## src/rtl/byte_fifo_pkg.sv

```systemverilog
// byte_fifo_pkg
//   Shared constants and types for the byte FIFO: default data width and
//   depth, the data word type and the pointer/count types sized from them.
package byte_fifo_pkg;

    localparam int BF_WIDTH = 8;
    localparam int BF_DEPTH = 8;
    localparam int BF_PTR_W = $clog2(BF_DEPTH);
    localparam int BF_CNT_W = BF_PTR_W + 1;

    typedef logic [BF_WIDTH-1:0] data_t;
    typedef logic [BF_PTR_W-1:0] ptr_t;
    typedef logic [BF_CNT_W-1:0] cnt_t;

endpackage

```

## src/rtl/byte_fifo.sv

```systemverilog
// byte_fifo
//   Synchronous first-word-fall-through FIFO with sticky overflow/underflow
//   error flags.
//
//   Ports
//     clk        rising-edge clock
//     reset      asynchronous active-low reset (clears pointers, count, flags)
//     din        write data
//     wr_en      write request
//     rd_en      read request
//     clr_flags  synchronous clear of overflow/underflow (a new set wins)
//     dout       head-of-queue data, zero while empty
//     empty      count == 0
//     full       count == DEPTH
//     count      number of stored entries
//     overflow   sticky: a write was rejected
//     underflow  sticky: a read was rejected
module byte_fifo
    import byte_fifo_pkg::*;
#(
    parameter int WIDTH = BF_WIDTH,
    parameter int DEPTH = BF_DEPTH
) (
    input  logic                     clk,
    input  logic                     reset,
    input  logic [WIDTH-1:0]         din,
    input  logic                     wr_en,
    input  logic                     rd_en,
    input  logic                     clr_flags,
    output logic [WIDTH-1:0]         dout,
    output logic                     empty,
    output logic                     full,
    output logic [$clog2(DEPTH):0]   count,
    output logic                     overflow,
    output logic                     underflow
);

    localparam int PW = $clog2(DEPTH);

    typedef logic [WIDTH-1:0] word_t;
    typedef logic [PW-1:0]    fptr_t;
    typedef logic [PW:0]      fcnt_t;

    localparam fptr_t PTR_ONE  = fptr_t'(1);
    localparam fcnt_t CNT_ONE  = fcnt_t'(1);
    localparam fcnt_t CNT_FULL = fcnt_t'(DEPTH);

    word_t mem_r [DEPTH];
    fptr_t wr_ptr_r;
    fptr_t rd_ptr_r;
    fcnt_t count_r;
    logic  ovf_r;
    logic  udf_r;

    logic  empty_s;
    logic  full_s;
    logic  rd_acc_s;
    logic  wr_acc_s;
    logic  wr_rej_s;
    logic  rd_rej_s;

    // Status from registered count and accept/reject decisions for this edge.
    // A write into a full queue is still accepted when a read frees a slot.
    always_comb begin
        empty_s  = (count_r == fcnt_t'(0));
        full_s   = (count_r == CNT_FULL);
        rd_acc_s = rd_en & ~empty_s;
        wr_acc_s = wr_en & (~full_s | rd_acc_s);
        wr_rej_s = wr_en & ~wr_acc_s;
        rd_rej_s = rd_en & empty_s;
    end

    // Storage write; contents are deliberately not reset.
    always_ff @(posedge clk) begin
        if (wr_acc_s) begin
            mem_r[wr_ptr_r] <= din;
        end else begin
            mem_r[wr_ptr_r] <= mem_r[wr_ptr_r];
        end
    end

    // Pointers and occupancy count; pointers wrap naturally at DEPTH.
    always_ff @(posedge clk or negedge reset) begin
        if (!reset) begin
            wr_ptr_r <= fptr_t'(0);
            rd_ptr_r <= fptr_t'(0);
            count_r  <= fcnt_t'(0);
        end else begin
            if (wr_acc_s) begin
                wr_ptr_r <= wr_ptr_r + PTR_ONE;
            end else begin
                wr_ptr_r <= wr_ptr_r;
            end
            if (rd_acc_s) begin
                rd_ptr_r <= rd_ptr_r + PTR_ONE;
            end else begin
                rd_ptr_r <= rd_ptr_r;
            end
            case ({wr_acc_s, rd_acc_s})
                2'b10:   count_r <= count_r + CNT_ONE;
                2'b01:   count_r <= count_r - CNT_ONE;
                default: count_r <= count_r;
            endcase
        end
    end

    // Sticky error flags: a new rejection outranks a coincident clear.
    always_ff @(posedge clk or negedge reset) begin
        if (!reset) begin
            ovf_r <= 1'b0;
            udf_r <= 1'b0;
        end else begin
            if (wr_rej_s) begin
                ovf_r <= 1'b1;
            end else if (clr_flags) begin
                ovf_r <= 1'b0;
            end else begin
                ovf_r <= ovf_r;
            end
            if (rd_rej_s) begin
                udf_r <= 1'b1;
            end else if (clr_flags) begin
                udf_r <= 1'b0;
            end else begin
                udf_r <= udf_r;
            end
        end
    end

    // Fall-through head data, forced to zero while nothing is queued.
    always_comb begin
        if (empty_s) begin
            dout = {WIDTH{1'b0}};
        end else begin
            dout = mem_r[rd_ptr_r];
        end
    end

    assign empty     = empty_s;
    assign full      = full_s;
    assign count     = count_r;
    assign overflow  = ovf_r;
    assign underflow = udf_r;

endmodule

```

## config.mk

```make
export PLATFORM = sky130hd
export DESIGN_NAME = byte_fifo
export DESIGN_NICKNAME = d
export VERILOG_FILES = /design/src/rtl/byte_fifo_pkg.sv /design/src/rtl/byte_fifo.sv
export SDC_FILE = /design/constraint.sdc
export NUM_CORES = 1
export LEC_CHECK = 0
export ABC_AREA = 1
export CAP_MARGIN = 0
export CORE_UTILIZATION = 30
export CTS_CLUSTER_DIAMETER = 40
export CTS_CLUSTER_SIZE = 25
export DETAILED_ROUTE_END_ITERATION = 7
export MAX_ROUTING_LAYER = met4
export PLACE_DENSITY_LB_ADDON = 0.12
export SYNTH_ARGS = -nofsm -noshare
export SYNTH_HDL_FRONTEND = slang
export SYNTH_SLANG_ARGS = --single-unit
```

## constraint.sdc

```tcl
create_clock -name clk -period 1.8 [get_ports clk]
set_clock_uncertainty 0.05 [all_clocks]
set_input_delay 0.36 -clock clk [delete_from_list [all_inputs] [get_ports clk]]
set_output_delay 0.36 -clock clk [all_outputs]
set_load 0.05 [all_outputs]
```

# Yosys cells after proc, flatten, opt, wreduce, memory -nomap -nowiden
# Memories as Yosys holds them, arrays and structs flattened.
# Index checks and enable logic that the tools add are counted.
totals:
  memories: 1
  wordCells: 37
  ramBits: 64
  regBits: 12
memory_table:
  columns: ["name", "depth", "word_bits", "read_ports", "rd_clocked_by_memory_dff", "write_ports", "line_no", "source"]
  rows:
  - ["mem_r", 8, 8, 1, 0, 1, "byte_fifo.sv:48", "word_t mem_r [DEPTH];"]
classes:
  n_bitwise: 9
  addsub: 4
  n_reduce_logical: 5
  eq_ne: 4
  n_mux: 9
op_table:
  columns: ["op", "n"]
  rows:
  - ["$mux 8", 2]
  - ["$pmux 4 s2", 1]
  - ["$add 3x1->3 const B", 2]
  - ["$mux 1", 6]
  - ["$reduce_bool 2->1", 3]
  - ["$add 4x1->4 const B", 1]
  - ["$and 1x1->1", 4]
  - ["$eq 4x4->1 const B", 1]
  - ["$logic_not 4->1", 1]
  - ["$sub 4x1->4 const B", 1]
  - ["$not 1->1", 3]
  - ["$eq 2x1->1 const B", 1]
  - ["$eq 2x2->1 const B", 1]
  - ["$or 1x1->1", 2]
  - ["$reduce_and 2->1", 1]
  - ["$ne 0x0->1", 1]

# Longest topological paths before layout
logic_depth:
  word_depth: 8
  ltp_mapped: 13

# Worst setup path after synthesis
# No wires, ideal clock.
synth_path:
  path_type: "reg-to-output"
  start: "register count_r[1], in the netlist count[1]"
  end: "output port dout[0]"
  setup_slack_ns: -0.397
  stages_incl_launch_ff: 6
  t_arrival_ns: 1.787
  path_buffers: 1
  path_cell_list: "dfrtp_1 -> nor2_4 -> nand2_4 -> buf_2 -> o21ai_1 -> nor2_1"
synth_between:
  elab_chain_len: 2
synth_rtl:
  columns: ["element", "line_no", "source"]
  rows:
  - ["start: declaration", "byte_fifo.sv:51", "fcnt_t count_r;"]
  - ["start signal: assignment", "byte_fifo.sv:87", "count_r <= fcnt_t'(0);"]
  - ["start signal: assignment", "byte_fifo.sv:100", "2'b10: count_r <= count_r + CNT_ONE;"]
  - ["start signal: assignment", "byte_fifo.sv:101", "2'b01: count_r <= count_r - CNT_ONE;"]
  - ["$logic_not 4->1", "byte_fifo.sv:65", "empty_s = (count_r == fcnt_t'(0));"]
  - ["$mux 8", "byte_fifo.sv:132", "if (empty_s) begin"]
  - ["end: declaration", "byte_fifo.sv:30", "output logic [WIDTH-1:0] dout,"]
# Every way passes these cells.

# Final worst setup path
layout_path:
  start: "register rd_ptr_r[0]"
  end: "output port dout[6]"
layout_between:
  elab_chain_len: 2
layout_rtl:
  columns: ["element", "line_no", "source"]
  rows:
  - ["start: declaration", "byte_fifo.sv:50", "fptr_t rd_ptr_r;"]
  - ["start signal: assignment", "byte_fifo.sv:86", "rd_ptr_r <= fptr_t'(0);"]
  - ["start signal: assignment", "byte_fifo.sv:95", "rd_ptr_r <= rd_ptr_r + PTR_ONE;"]
  - ["start signal: assignment", "byte_fifo.sv:97", "rd_ptr_r <= rd_ptr_r;"]
  - ["$mem_v2 8x8", null, null]
  - ["$mux 8", "byte_fifo.sv:132", null]
# Every way passes these cells.

==> flow_metrics.py <==
metrics = {
    "pwr": {
        "p_comb_share_pct": 54.5,
        "switchingPower_w": 0.003566,
        "ir_worst_vdd_uv": 678.0,
        "power.leakage_nw": 1.641,
        "totalPowerFinal_w": 0.008178,
        "p_per_area_nw_per_um2": 1853,
        "internal_power_w": 0.004613,
        "pwr-share-seq_pct": 29.4,
        "p_clk_share_pct": 16.2,
        "netSwitchingFraction_pct": 43.60,
    },
    "layout": {
        "seq_area_um2": 2228,
        "multiInputGateArea_um2": 1080,
        "drive_gt1_share_pct": 34.84,
        "layout_commonest_cell": "edfxtp_1",
        "stdcell_area_um2": 4414,
        "n_antenna_cell": 0,
        "final_nets": 366,
        "syn2layout_area_growth_pct": 35.38,
        "final_cell_mix": "edfxtp_1 (64), nor2_1 (48), o21ai_1 (33)",
        "fill_cells": 1012,
    },
    "critical_path": {
        "path_common_cell": "o21ai_1",
        "reg2reg_depth": 13,
        "critPathTopFamily": "flip-flops",
        "arrival_ps": 1670,
        "critPathCaptureType": "output pin",
        "max_stage_delay_ps": 460,
        "start_kind": "flip-flop",
        "critPathSlowestCell": "dfrtp_2",
        "cp.depth": 8,
        "crit_required_ps": 1390,
        "cp.buffers_inverters": 2,
        "path_class": "reg2out",
        "cp_max_fo": 20,
        "path_cells": "buf_12, nor2_2, nor2_1, o21ai_1, o21ai_1, o21ai_2, nor2_4, buf_6",
    },
    "logic_synthesis": {
        "avgSynthCellArea_um2": 11.48,
        "synthesis.area_um2": 3261,
        "synthCells": 284,
        "synth.net_count": 302,
        "yosysUniqueCellTypes": 26,
        "seq_area_frac_synth_pct": 68.15,
        "yosys_warnings": 0,
        "ys_seq_elements": 76,
    },
    "detailed_routing": {
        "wire_per_inst_um": 15.43,
        "vias": 2236,
        "drt_iter0_drc": 123,
        "ant_nets": 0,
        "vias_per_cell": 4.573,
        "routed_wl_mm": 7.543,
        "drc": 0,
        "drt_pass1_iterations": 4,
    },
    "clocking": {
        "cts-root-buf": "clkbuf_8",
        "cts_buffers": 9,
        "cts_buffer_depth": 2,
        "hold_buffers": 0,
        "cts_tree": "yes",
        "clkSinkCount": 76,
        "clock_latency_ps": 350,
        "htree_num_levels": 3,
        "clkTransAtPathRegs_ps": 80,
    },
    "global_route": {
        "grt_max_degree": 23,
        "antenna_found_initial": 0,
        "grt_pass1_vias": 2283,
        "grt_pass1_wl_mm": 12.09,
        "grt_util_all_layers_pct": 14.98,
        "grt.overflow.total": 0,
    },
    "sta": {
        "fin_ws_ps": -282.1,
        "setup_viol": 9,
        "fmax_mhz": 480.3,
        "timing.slew.headroom_pct": 79.54,
        "min_period_over_period_pct": 115.7,
        "hold_viol": 0,
        "fin_crit_ps": 2082,
        "grt_setup_unrepaired": "true",
        "finalMaxSlewViolations": 0,
        "tightest_slew_ps": 306.0,
    },
    "die": {
        "die_y_um": 106.3,
        "rows": 37,
        "die_w_um": 106.3,
        "die-area_um2": 11290,
        "core-area_um2": 10420,
        "io_pins": 29,
        "start_util_pct": 31.30,
    },
    "placement": {
        "dpl_cell_area_um2": 4025,
        "port-buffer-count": 28,
        "globalplace.congestion": 0.7199,
        "preCtsSetupSlack_ps": -303.9,
        "place_hpwl_mm": 5.022,
    },
    "run_status": {
        "status": "finished, violations left",
        "violations": "negative setup slack",
    },
    "job": {
        "cap_violations": 0,
    },
    "min_path": {
        "hp-class": "in2async",
    },
}
-- sequential cells by signal (all words and copies together) (netlist names) --
signal / flops
overflow: 1
wr_ptr_r: 3
count: 4
rd_ptr_r: 3
underflow: 1
mem_r: 64
-- worst register-to-register path, cell delays in order (launching register included) --
cell and delay, ps:
dfrtp_2 470, nor2_2 140, nand2_4 100, nand2_4 80, nor2_4 40, ha_1 260, nand2_1 60, inv_1 40
nand2_1 50, nand3_1 60, nand2_1 100, nand3_1 80, nand2_1 60, nand2_1 50
-- cells in the mapped netlist (all sizes together) --
library cell	instances	area (um2)
ha	4	50.05
xnor2	1	8.760
nor2	76	312.8
a21oi	2	10.01
nand3b	1	11.26
mux2	1	11.26
dfrtp	12	300.3
fa	1	20.02
nand2	22	105.1
buf	10	52.55
inv	16	60.06
or2	1	8.760
edfxtp	64	1922
clkbuf	1	3.750
nand3	6	35.03
o22ai	1	6.260
xor2	4	35.03
o21ai	59	295.3
nand4	2	12.51
-- layer usage --
| layer | up-vias | wire, um | GRT usage [%] | share of wire (%) |
|---|---|---|---|---|
| met5 | - | 0 | - | 0 |
| met4 | 0 | 112 | 6.845 | 1.5 |
| met3 | 13 | 196 | 2.452 | 2.6 |
| met2 | 31 | 3466 | 22.36 | 46 |
| met1 | 1086 | 3769 | 20.05 | 50 |
| li1 | 1106 | - | - | - |
-- logic make-up (layout without fill, tap and decap cells) --
family          after synthesis  count (layout)  share of synthesized area [%]
simple gates                108             108                          14.89
flops                        76              76                          68.15
compound gates               62              62                          9.555
buf+inv                      27              96                          3.569
fa+ha+maj                     5               5                          2.149
xor+xnor                      5               5                          1.343
mux                           1               1                         0.3453
-- what timing repair did --
item / in CTS / in global routing
resized for setup: 30 / 19
setup endpoints to repair: 8 / 10
buffers inserted: 0 / 5
pin swaps: 6 / 7
-- per-stage QoR --
step	utilization [%]	cells	hold slack (ps)	setup TNS, ps
3_5_place_dp	38.64	468	479.1	-15220
3_3_place_gp	38.64	468	469.0	-13190
5_1_grt	42.38	489	270.0	-3090
6_report	42.38	489	262.3	-2076
2_1_floorplan	-	284	14.41	0
4_1_cts	41.54	484	262.4	-2276
-- power by group through the flow --
stage               logic, W  clock network [W]  registers (W)
floorplan            0.00244                  0        0.00261
global placement     0.00398                  0        0.00243
detailed placement   0.00399                  0        0.00244
CTS                  0.00433            0.00136        0.00241
global route         0.00483            0.00143        0.00244
finish               0.00445            0.00132        0.00240
-- layout make-up --
class,instances,share of cell area [%]
clock buffer,9,2.806
multi-input combinational,181,24.46
inverter,16,1.474
tap,136,3.855
clock inverter,7,1.701
timing repair buffer,64,15.22
sequential,76,50.48
-- final timing paths --
path                                   from  endpoint  slack, ps
worst max-delay path            rd_ptr_r[0]   dout[6]       -280
worst min-delay path                  reset  count[1]        260
worst max register to register     count[3]  count[3]         50
worst min register to register     overflow  overflow        480
max in group asynchronous             reset  count[3]       1260
min in group clk                   overflow  overflow        480
Power figures use the tool's default switching activity.
